==> src/rtl/life_pkg.sv <==
// Shared types and helpers for the Game-of-Life round engine: FSM states,
// the 3x3 neighbour offset table and the B3/S23 rule.
package life_pkg;

    localparam int ADDR_W    = 24;
    localparam int NB_CENTRE = 4;

    // Per-cell phase: 0..8 issue neighbour reads, 9 takes the last sample, 10 writes.
    localparam logic [3:0] PH_LAST_READ = 4'd9;
    localparam logic [3:0] PH_WRITE     = 4'd10;

    typedef enum logic [1:0] {
        IDLE,
        ARMED,
        READ,
        WRITE
    } state_t;

    typedef struct packed {
        logic signed [1:0] dr;
        logic signed [1:0] dc;
    } nb_off_t;

    function automatic nb_off_t nb_offset(input logic [3:0] k);
        nb_offset = '{dr: 2'sd0, dc: 2'sd0};
        case (k)
            4'd0: nb_offset = '{dr: -2'sd1, dc: -2'sd1};
            4'd1: nb_offset = '{dr: -2'sd1, dc:  2'sd0};
            4'd2: nb_offset = '{dr: -2'sd1, dc:  2'sd1};
            4'd3: nb_offset = '{dr:  2'sd0, dc: -2'sd1};
            4'd4: nb_offset = '{dr:  2'sd0, dc:  2'sd0};
            4'd5: nb_offset = '{dr:  2'sd0, dc:  2'sd1};
            4'd6: nb_offset = '{dr:  2'sd1, dc: -2'sd1};
            4'd7: nb_offset = '{dr:  2'sd1, dc:  2'sd0};
            4'd8: nb_offset = '{dr:  2'sd1, dc:  2'sd1};
            default: ;
        endcase
    endfunction

    function automatic logic next_state(input logic self, input logic [3:0] count);
        return (count == 4'd3) || (self && (count == 4'd2));
    endfunction

endpackage

==> src/rtl/life_addr_gen.sv <==
// Row/column/phase counters for the generation sweep; produces the clamped
// neighbour read address, the in-grid mask for the pending sample and the write address.
module life_addr_gen
    import life_pkg::*;
#(
    parameter int P_M = 300,
    parameter int P_N = 400,
    parameter int P_W = 12
) (
    input  logic              clk,
    input  logic              reset_n,
    input  logic              clear,
    input  logic              step,
    output logic [3:0]        phase,
    output logic              last_cell,
    output logic              sample_in_grid,
    output logic [ADDR_W-1:0] read_pos,
    output logic [ADDR_W-1:0] write_pos
);

    localparam logic [P_W-1:0] ROW_MAX = P_W'(P_M - 1);
    localparam logic [P_W-1:0] COL_MAX = P_W'(P_N - 1);

    logic [P_W-1:0] row;
    logic [P_W-1:0] col;
    logic [P_W-1:0] row_n;
    logic [P_W-1:0] col_n;
    logic [3:0]     phase_n;

    function automatic logic signed [P_W+1:0] nb_coord(input logic [P_W-1:0] base,
                                                       input logic signed [1:0] off);
        return $signed({2'b00, base}) + off;
    endfunction

    function automatic logic [P_W-1:0] clamp(input logic signed [P_W+1:0] v,
                                             input logic [P_W-1:0] max_v);
        if (v < 0) return '0;
        if (v > $signed({2'b00, max_v})) return max_v;
        return v[P_W-1:0];
    endfunction

    function automatic logic [ADDR_W-1:0] cell_addr(input logic [P_W-1:0] r,
                                                    input logic [P_W-1:0] c);
        return ADDR_W'(r) * ADDR_W'(P_N) + ADDR_W'(c);
    endfunction

    // Edge neighbours are read from a clamped in-range address; the mask zeroes their sample.
    function automatic logic [ADDR_W-1:0] nb_addr(input logic [P_W-1:0] r,
                                                  input logic [P_W-1:0] c,
                                                  input logic [3:0] k);
        nb_off_t nb;
        nb = nb_offset(k);
        return cell_addr(clamp(nb_coord(r, nb.dr), ROW_MAX), clamp(nb_coord(c, nb.dc), COL_MAX));
    endfunction

    function automatic logic in_grid(input logic [P_W-1:0] r,
                                     input logic [P_W-1:0] c,
                                     input logic [3:0] k);
        nb_off_t                nb;
        logic signed [P_W+1:0]  rs;
        logic signed [P_W+1:0]  cs;
        nb = nb_offset(k);
        rs = nb_coord(r, nb.dr);
        cs = nb_coord(c, nb.dc);
        return (rs >= 0) && (rs <= $signed({2'b00, ROW_MAX})) &&
               (cs >= 0) && (cs <= $signed({2'b00, COL_MAX}));
    endfunction

    // NOTE: every signal assigned in always_comb gets a default first, so no latch is inferred.
    always_comb begin
        row_n   = row;
        col_n   = col;
        phase_n = phase;
        if (clear) begin
            row_n   = '0;
            col_n   = '0;
            phase_n = '0;
        end else if (step) begin
            if (phase == PH_WRITE) begin
                phase_n = '0;
                if (col == COL_MAX) begin
                    col_n = '0;
                    row_n = (row == ROW_MAX) ? '0 : row + P_W'(1);
                end else begin
                    col_n = col + P_W'(1);
                end
            end else begin
                phase_n = phase + 4'd1;
            end
        end
    end

    assign last_cell      = (row == ROW_MAX) && (col == COL_MAX);
    assign sample_in_grid = in_grid(row, col, phase - 4'd1);

    // NOTE: sequential state uses non-blocking assignments so all registers update together.
    always_ff @(posedge clk or negedge reset_n) begin
        if (!reset_n) begin
            row       <= '0;
            col       <= '0;
            phase     <= '0;
            read_pos  <= '0;
            write_pos <= '0;
        end else begin
            row       <= row_n;
            col       <= col_n;
            phase     <= phase_n;
            read_pos  <= nb_addr(row_n, col_n, phase_n);
            write_pos <= cell_addr(row_n, col_n);
        end
    end

endmodule

==> src/rtl/life_round_engine.sv <==
// Game-of-Life generation engine: one full-grid B3/S23 sweep per evolution
// edge, 11 cycles per cell, reading the source RAM and writing the destination RAM.
module life_round_engine
    import life_pkg::*;
#(
    parameter int P_M = 300,
    parameter int P_N = 400,
    parameter int P_W = 12
) (
    input  logic              clk,
    input  logic              reset_n,
    input  logic              start,
    input  logic              global_evo_en,
    input  logic              prev_status,
    output logic              wden,
    output logic [ADDR_W-1:0] round_read_pos,
    output logic [ADDR_W-1:0] round_write_pos,
    output logic              live
);

    state_t     state;
    state_t     state_n;
    logic       edge_q;
    logic       edge_n;
    logic [3:0] count;
    logic [3:0] count_n;
    logic       self_q;
    logic       self_n;
    logic       wden_n;
    logic       live_n;
    logic       clear;
    logic       step;
    logic [3:0] phase;
    logic       last_cell;
    logic       sample_in_grid;
    logic       sample;

    life_addr_gen #(
        .P_M (P_M),
        .P_N (P_N),
        .P_W (P_W)
    ) u_addr_gen (
        .clk            (clk),
        .reset_n        (reset_n),
        .clear          (clear),
        .step           (step),
        .phase          (phase),
        .last_cell      (last_cell),
        .sample_in_grid (sample_in_grid),
        .read_pos       (round_read_pos),
        .write_pos      (round_write_pos)
    );

    assign sample = prev_status & sample_in_grid;

    always_comb begin
        state_n = state;
        edge_n  = edge_q;
        count_n = count;
        self_n  = self_q;
        wden_n  = 1'b0;
        live_n  = 1'b0;
        clear   = 1'b0;
        step    = 1'b0;
        case (state)
            IDLE: ;
            ARMED: begin
                if (global_evo_en != edge_q) begin
                    edge_n  = global_evo_en;
                    clear   = 1'b1;
                    count_n = '0;
                    self_n  = 1'b0;
                    state_n = READ;
                end
            end
            READ: begin
                // Edges arriving mid-pass are absorbed, not queued.
                edge_n = global_evo_en;
                step   = 1'b1;
                if (phase != 4'd0) begin
                    if (phase == 4'(NB_CENTRE + 1)) self_n  = sample;
                    else                            count_n = count + {3'b000, sample};
                end
                if (phase == PH_LAST_READ) begin
                    state_n = WRITE;
                    wden_n  = 1'b1;
                    live_n  = next_state(self_n, count_n);
                end
            end
            WRITE: begin
                edge_n  = global_evo_en;
                step    = 1'b1;
                count_n = '0;
                self_n  = 1'b0;
                state_n = last_cell ? ARMED : READ;
            end
            default: state_n = IDLE;
        endcase
        if (start) begin
            state_n = ARMED;
            edge_n  = global_evo_en;
            wden_n  = 1'b0;
            live_n  = 1'b0;
            clear   = 1'b0;
            step    = 1'b0;
        end
    end

    always_ff @(posedge clk or negedge reset_n) begin
        if (!reset_n) begin
            state  <= IDLE;
            edge_q <= 1'b0;
            count  <= '0;
            self_q <= 1'b0;
            wden   <= 1'b0;
            live   <= 1'b0;
        end else begin
            state  <= state_n;
            edge_q <= edge_n;
            count  <= count_n;
            self_q <= self_n;
            wden   <= wden_n;
            live   <= live_n;
        end
    end

endmodule

==> config.mk <==
export PLATFORM = sky130hd
export DESIGN_NAME = life_round_engine
export DESIGN_NICKNAME = d
export VERILOG_FILES = /design/src/rtl/life_pkg.sv /design/src/rtl/life_addr_gen.sv /design/src/rtl/life_round_engine.sv
export SDC_FILE = /design/constraint.sdc
export NUM_CORES = 1
export LEC_CHECK = 0
export ABC_AREA = 0
export ABC_CLOCK_PERIOD_IN_PS = 9700
export CAP_MARGIN = 5
export CORE_ASPECT_RATIO = 0.7
export CORE_MARGIN = 1
export CORE_UTILIZATION = 48
export CTS_BUF_LIST = sky130_fd_sc_hd__clkbuf_8
export CTS_CLUSTER_DIAMETER = 50
export DETAILED_ROUTE_END_ITERATION = 10
export PLACE_DENSITY = 0.67
export REMOVE_ABC_BUFFERS = 1
export SYNTH_ARGS = -nofsm -noshare
export SYNTH_HDL_FRONTEND = slang
export SYNTH_SLANG_ARGS = --single-unit
==> constraint.sdc <==
create_clock -name clk -period 9.7 [get_ports clk]
set_clock_uncertainty 0.15 [all_clocks]
set_input_delay 0.97 -clock clk [delete_from_list [all_inputs] [get_ports clk]]
set_output_delay 0.97 -clock clk [all_outputs]
set_load 0.005 [all_outputs]
==> impl_metrics.env, run 1 <==
export IMPL_cts_root_buf="clkbuf_8"
export IMPL_cts_buffers=9
export IMPL_netlist_area_um2=9410
export IMPL_hold_violations=0
export IMPL_ant_nets=0
export IMPL_yosysTopAreaCellShare_pct=20.8
export IMPL_dpl_worst_slack_ns=0.480
export IMPL_setup_tns_ns=0
export IMPL_wl_per_cell_um=15.0
export IMPL_status="completed"
export IMPL_drive_gt1_share_pct=6.43
export IMPL_leakage_nw=5.28
export IMPL_clk_latency_ns=0.39
export IMPL_reg2reg_from="u_addr_gen.row[0]$_DFF_PN0_"
export IMPL_synth_main_ff_cell="dfrtp_1"
export IMPL_io_pins=55
export IMPL_maxSlewViolCount=0
export IMPL_yosysMostFrequentCell="ha_1"
export IMPL_synth_area_leaders="dfrtp_1 21%, ha_1 20%, xnor2_1 4.6%"
export IMPL_worst_pin_slew_ns=0.706
export IMPL_wl_mm=21.2
export IMPL_port_buffers=50
export IMPL_cts_tree="built"
export IMPL_ctsResizeCount=0
export IMPL_clockBufferDepth=2
export IMPL_crit_type="in2reg"
export IMPL_synth_top_area_cell="dfrtp_1"
export IMPL_cp_end_kind="register"
export IMPL_ff2ff_setup_slack_ns=0.95
export IMPL_max_slew_margin_pct=52.6
export IMPL_row_count=42
export IMPL_drt_iter0_markers=564
export IMPL_cap_violations=0
export IMPL_synthArstFlopShare_pct=100
export IMPL_dp_cells=1399
export IMPL_ys_seq_area_share_pct=20.8
export IMPL_final_nets=1324
export IMPL_first_pass_iters=5
export IMPL_p_sw_share_pct=50.1
export IMPL_crit_arrival_ns=9.09
export IMPL_worst_slack_ns=0.777
export IMPL_syn_area_per_cell_um2=8.66
export IMPL_crit_path_max_fanout=13
export IMPL_grt_usage_pct=21.8
export IMPL_place_hpwl_mm=16.9
export IMPL_routabilityCongestion=0.875
export IMPL_syn_inst=1086
export IMPL_p_int_mw=1.49
export IMPL_core_um2=19000
export IMPL_postCtsSetupRepairBufs=0
export IMPL_worst_path_max_delay_cell="o41ai_1"
export IMPL_synth_edf_count=0
export IMPL_cp_data_required_time_ns=9.87
export IMPL_timing_fmax_mhz=112
export IMPL_setup_viol=0
export IMPL_grt_setup_unrepaired="false"
export IMPL_grt_start_max_net_pins=55
export IMPL_fin_crit_ns=8.92
export IMPL_antenna_found_initial=0
export IMPL_antennaDiodeCount=0
export IMPL_crit_start="start"
export IMPL_slowest_delay_ns=0.55
export IMPL_power_density_nw_per_um2=286
export IMPL_synth_seq_cells=78
export IMPL_path_clk_slew_ns=0.09
export IMPL_start_util_pct=49.4
export IMPL_synth_distinct_cells=93
export IMPL_die_height_um=119
export IMPL_die_w_um=169
export IMPL_crit_top_cell="ha_1"
export IMPL_hold_buffers=0
export IMPL_grt_pass1_vias=7110
export IMPL_finalCritPeriodShare_pct=92.0
export IMPL_clkSinkCount=78
export IMPL_reg2reg_depth=35
export IMPL_critPathLaunchType="input pin"
export IMPL_gr_total_overflow=0
export IMPL_combinationalPowerShare_pct=74.6
export IMPL_htreeDepth=3
export IMPL_n_fill_cell=1812
export IMPL_drc_errors=0
export IMPL_vias_per_cell=5.50
export IMPL_power_mw=2.99
export IMPL_ys_top_cells_by_count="153 x ha_1, 100 x inv_1, 88 x nor2_1"
export IMPL_seqPwrFrac_pct=14.9
export IMPL_ir_worst_vdd_mv=0.408
export IMPL_hold_path_class="in2async"
export IMPL_vias=7788
export IMPL_r2r_end="u_addr_gen.read_pos[19]$_DFF_PN0_"
export IMPL_area_growth_pct=11.3
export IMPL_grt_pass1_wl_mm=35.1
export IMPL_stdcell_count=1415
export IMPL_die_area_um2=20200
export IMPL_power_switching_mw=1.50
export IMPL_p_clk_share_pct=10.4
export IMPL_yosysWarnings=0
metal layers:
| metal | global-route usage (%) | routed length [µm] | part of all wire (%) |
|---|---|---|---|
| met3 | 2.89 | 845 | 4.0 |
| met2 | 30.3 | 8400 | 40 |
| met5 | 0 | 0 | 0 |
| met4 | 5.24 | 259 | 1.2 |
| met1 | 34.8 | 11700 | 55 |
layout by cell type (no fill, tap or decap), types with 7 or more instances in the layout:
master / instances
nor3_1: 22
or2_2: 10
o21bai_1: 15
o211ai_1: 10
xnor2_1: 49
a21oi_1: 62
nand2b_1: 14
buf_4: 12
nand2_1: 67
nand3_1: 33
clkbuf_8: 10
o21a_1: 15
inv_1: 101
conb_1: 17
nor2_1: 88
nor2b_1: 13
or3_1: 11
ha_1: 153
and2_1: 9
a21o_1: 21
a211oi_1: 8
and3_1: 13
o21ai_1: 7
dfrtp_1: 78
fa_1: 20
xor2_1: 44
o21ai_0: 55
clkdlybuf4s50_1: 49
registers in the layout (all words and copies together) (netlist names):
signal,cells
count,4
wden,1
u_addr_gen.col,12
u_addr_gen.read_pos,22
state,2
u_addr_gen.row,12
edge_q,1
u_addr_gen.phase,4
live,1
self_q,1
u_addr_gen.write_pos,18
worst max-delay path, delay by kind of cell:
family                     cells  cell delay, ns
AOI/OAI and AO/OA              9            2.32
xor gates and xnor gates       2            0.44
adders and majority gates      5            1.77
buffers and inverters          4            0.72
and+or+nand+nor                9            2.85
area by class of cell:
class	instances	area (µm²)	area share, %
clock buffers	10	138	1.31
clock inverters	6	110	1.05
inverters	101	379	3.62
multi-input cells	895	6980	66.7
flip-flops and latches	78	1950	18.6
well taps	264	330	3.15
repair buffers	61	581	5.54
power groups by stage:
stage	clock (mW)	sequential, mW	combinational [mW]
after CTS	0.322	0.447	2.21
after floorplan	0	0.446	1.69
after global routing	0.334	0.455	2.50
after detailed placement	0	0.453	2.18
after global placement	0	0.453	2.16
final	0.312	0.447	2.23
per-stage QoR:
stage               instance area (µm²)  hold slack, ns  utilization [%]
floorplan                          9310           0.323                -
global placement                  10200           0.348             53.7
detailed placement                10200           0.353             53.7
CTS                               10500           0.337             55.1
global route                      10500           0.359             55.1
finish                            10500           0.332             55.1
cells by family after synthesis:
family | Yosys count | synth area share, %
and+or+nand+nor | 323 | 17.7
AOI/OAI and AO/OA | 277 | 20.8
adders and majority gates | 174 | 24.7
buffers and inverters | 128 | 5.67
xor gates and xnor gates | 95 | 9.12
DFF | 78 | 20.8
muxes | 9 | 1.12
other | 2 | 0.0798
worst max-delay path by stage:
| stage | endpoint | slack (ns) | cells after the start |
|---|---|---|---|
| after floorplan | u_addr_gen.read_pos[19]$_DFF_PN0_ | 1.54 | 28 |
| after global placement | u_addr_gen.read_pos[18]$_DFF_PN0_ | 0.58 | 34 |
| after detailed placement | u_addr_gen.read_pos[19]$_DFF_PN0_ | 0.48 | 33 |
| after CTS | u_addr_gen.read_pos[19]$_DFF_PN0_ | 0.85 | 33 |
| after global routing | u_addr_gen.read_pos[18]$_DFF_PN0_ | 0.17 | 30 |
| final | u_addr_gen.read_pos[19]$_DFF_PN0_ | 0.78 | 29 |
(Power assumes the default switching activity.)
==> run 2, diff against run 1 <==
CORE_ASPECT_RATIO = default   (was 0.7)
SLEW_MARGIN = 10   (was default)
==> run 2 against run 1 <==
Compared with the run above:
- die area about the same
- sequential cell count unchanged
- worst hold slack better by 0.041 ns
- combinational power about the same
- clock power down 16%
- largest power group unchanged
- highest routed layer unchanged
==> impl_metrics.env, run 2 (synthesis gave the netlist of run 1 again) <==
export IMPL_status="completed"
export IMPL_critPathLaunchType="input pin"
export IMPL_grt_pass1_vias=7385
export IMPL_cp_data_required_time_ns=9.85
export IMPL_row_count=50
export IMPL_largestRegisters="u_addr_gen.read_pos: 22 flops, u_addr_gen.write_pos: 18 flops"
export IMPL_gr_total_overflow=0
export IMPL_max_slew_margin_pct=30.2
export IMPL_wl_per_cell_um=14.8
export IMPL_layout_common_cells="153 x ha_1, 101 x inv_1, 87 x nor2_1"
export IMPL_cts_root_buf="clkbuf_8"
export IMPL_path_delay_family="simple AND/OR/NAND/NOR gates"
export IMPL_area_growth_pct=10.4
export IMPL_postCtsSetupRepairBufs=0
export IMPL_leakage_nw=5.23
export IMPL_antennaDiodeCount=0
export IMPL_wl_mm=20.8
export IMPL_routabilityCongestion=0.830
export IMPL_die_height_um=142
export IMPL_antenna_found_initial=0
export IMPL_worst_path_max_delay_cell="or3_1"
export IMPL_cap_violations=0
export IMPL_fin_area_um2=10400
export IMPL_placed_cell_area_um2=10200
export IMPL_first_pass_iters=6
export IMPL_hold_buffers=0
export IMPL_cts_buffers=9
export IMPL_timing_fmax_mhz=111
export IMPL_start_util_pct=49.6
export IMPL_finalCritPeriodShare_pct=92.6
export IMPL_cp_end_kind="register"
export IMPL_stdcell_count=1407
export IMPL_critical_path_buf_inv_count=4
export IMPL_crit_arrival_ns=9.14
export IMPL_clockBufferDepth=2
export IMPL_power_density_nw_per_um2=282
export IMPL_ant_nets=0
export IMPL_ctsResizeCount=0
export IMPL_vias=7728
export IMPL_port_buffers=50
export IMPL_drc_errors=0
export IMPL_cts_tree="built"
export IMPL_place_hpwl_mm=16.5
export IMPL_slowest_delay_ns=0.51
export IMPL_worst_pin_slew_ns=1.05
export IMPL_setup_tns_ns=0
export IMPL_maxSlewViolCount=0
export IMPL_die_w_um=142
export IMPL_hold_path_class="reg2reg"
export IMPL_vias_per_cell=5.49
export IMPL_seq_area_um2=1950
export IMPL_core_um2=19000
export IMPL_final_common_cell="ha_1"
export IMPL_htreeDepth=3
export IMPL_dp_cells=1391
export IMPL_io_pins=55
export IMPL_ir_worst_vdd_mv=0.305
export IMPL_path_clk_slew_ns=0.10
export IMPL_drive_gt1_share_pct=6.10
export IMPL_largest_reg_flops=22
export IMPL_timing_hold_ws_ns=0.374
export IMPL_grt_usage_pct=21.9
export IMPL_final_nets=1320
export IMPL_n_fill_cell=1767
export IMPL_die_area_um2=20200
export IMPL_top_register="u_addr_gen.read_pos"
export IMPL_setup_viol=0
export IMPL_grt_setup_unrepaired="false"
export IMPL_fin_crit_ns=8.99
export IMPL_grt_start_max_net_pins=79
export IMPL_crit_top_cell="ha_1"
export IMPL_multi_input_area_um2=6980
export IMPL_clkSinkCount=78
export IMPL_grt_pass1_wl_mm=35.4
export IMPL_drt_iter0_markers=418
export IMPL_hold_violations=0
export IMPL_clk_latency_ns=0.38
export IMPL_crit_path_max_fanout=13
export IMPL_crit_type="in2reg"
## run 2: worst paths after layout
kind | from | end | slack [ns] | depth (start not counted)
worst min-delay path | self_q$_DFFE_PN0P_ | self_q$_DFFE_PN0P_ | 0.37 | 1
worst min register to register | self_q$_DFFE_PN0P_ | self_q$_DFFE_PN0P_ | 0.37 | 1
worst max register to register | state[0]$_DFFE_PN0P_ | u_addr_gen.read_pos[18]$_DFF_PN0_ | 1.00 | 33
min in group asynchronous | reset_n | u_addr_gen.write_pos[9]$_DFF_PN0_ | 0.62 | 1
worst max-delay path | start | u_addr_gen.read_pos[18]$_DFF_PN0_ | 0.71 | 32
max in group asynchronous | reset_n | u_addr_gen.row[10]$_DFF_PN0_ | 8.11 | 1
## run 2: cell type report
type / instances / area share [%]
multi-input cells: 895 / 67.2
clock buffers: 9 / 1.19
inverters: 101 / 3.65
well taps: 260 / 3.13
repair buffers: 57 / 5.30
flip-flops and latches: 78 / 18.8
clock inverters: 7 / 0.699
## run 2: stage by stage
step / power (mW) / util (%) / setup WS (ns)
detailed placement: 2.64 / 53.7 / 0.307
global placement: 2.63 / 53.7 / 0.441
CTS: 2.93 / 54.8 / 0.637
finish: 2.92 / 54.8 / 0.714
floorplan: 2.14 / - / 1.54
global route: 3.23 / 54.8 / 0.0575
## run 2: report_power, final
part | internal [mW] | leakage [nW] | switching (mW)
Sequential | 0.393 | 1.04 | 0.0576
Combinational | 0.920 | 4.10 | 1.29
Clock | 0.120 | 0.101 | 0.142
Total | 1.43 | 5.23 | 1.49
## run 2: metal layers
layer	vias to the layer above	GRT usage (%)	part of all wire, %
li1	3955	-	-
met1	3657	29.1	48
met2	96	36.9	47
met3	20	3.50	3.1
met4	0	5.49	1.5
met5	-	0	0
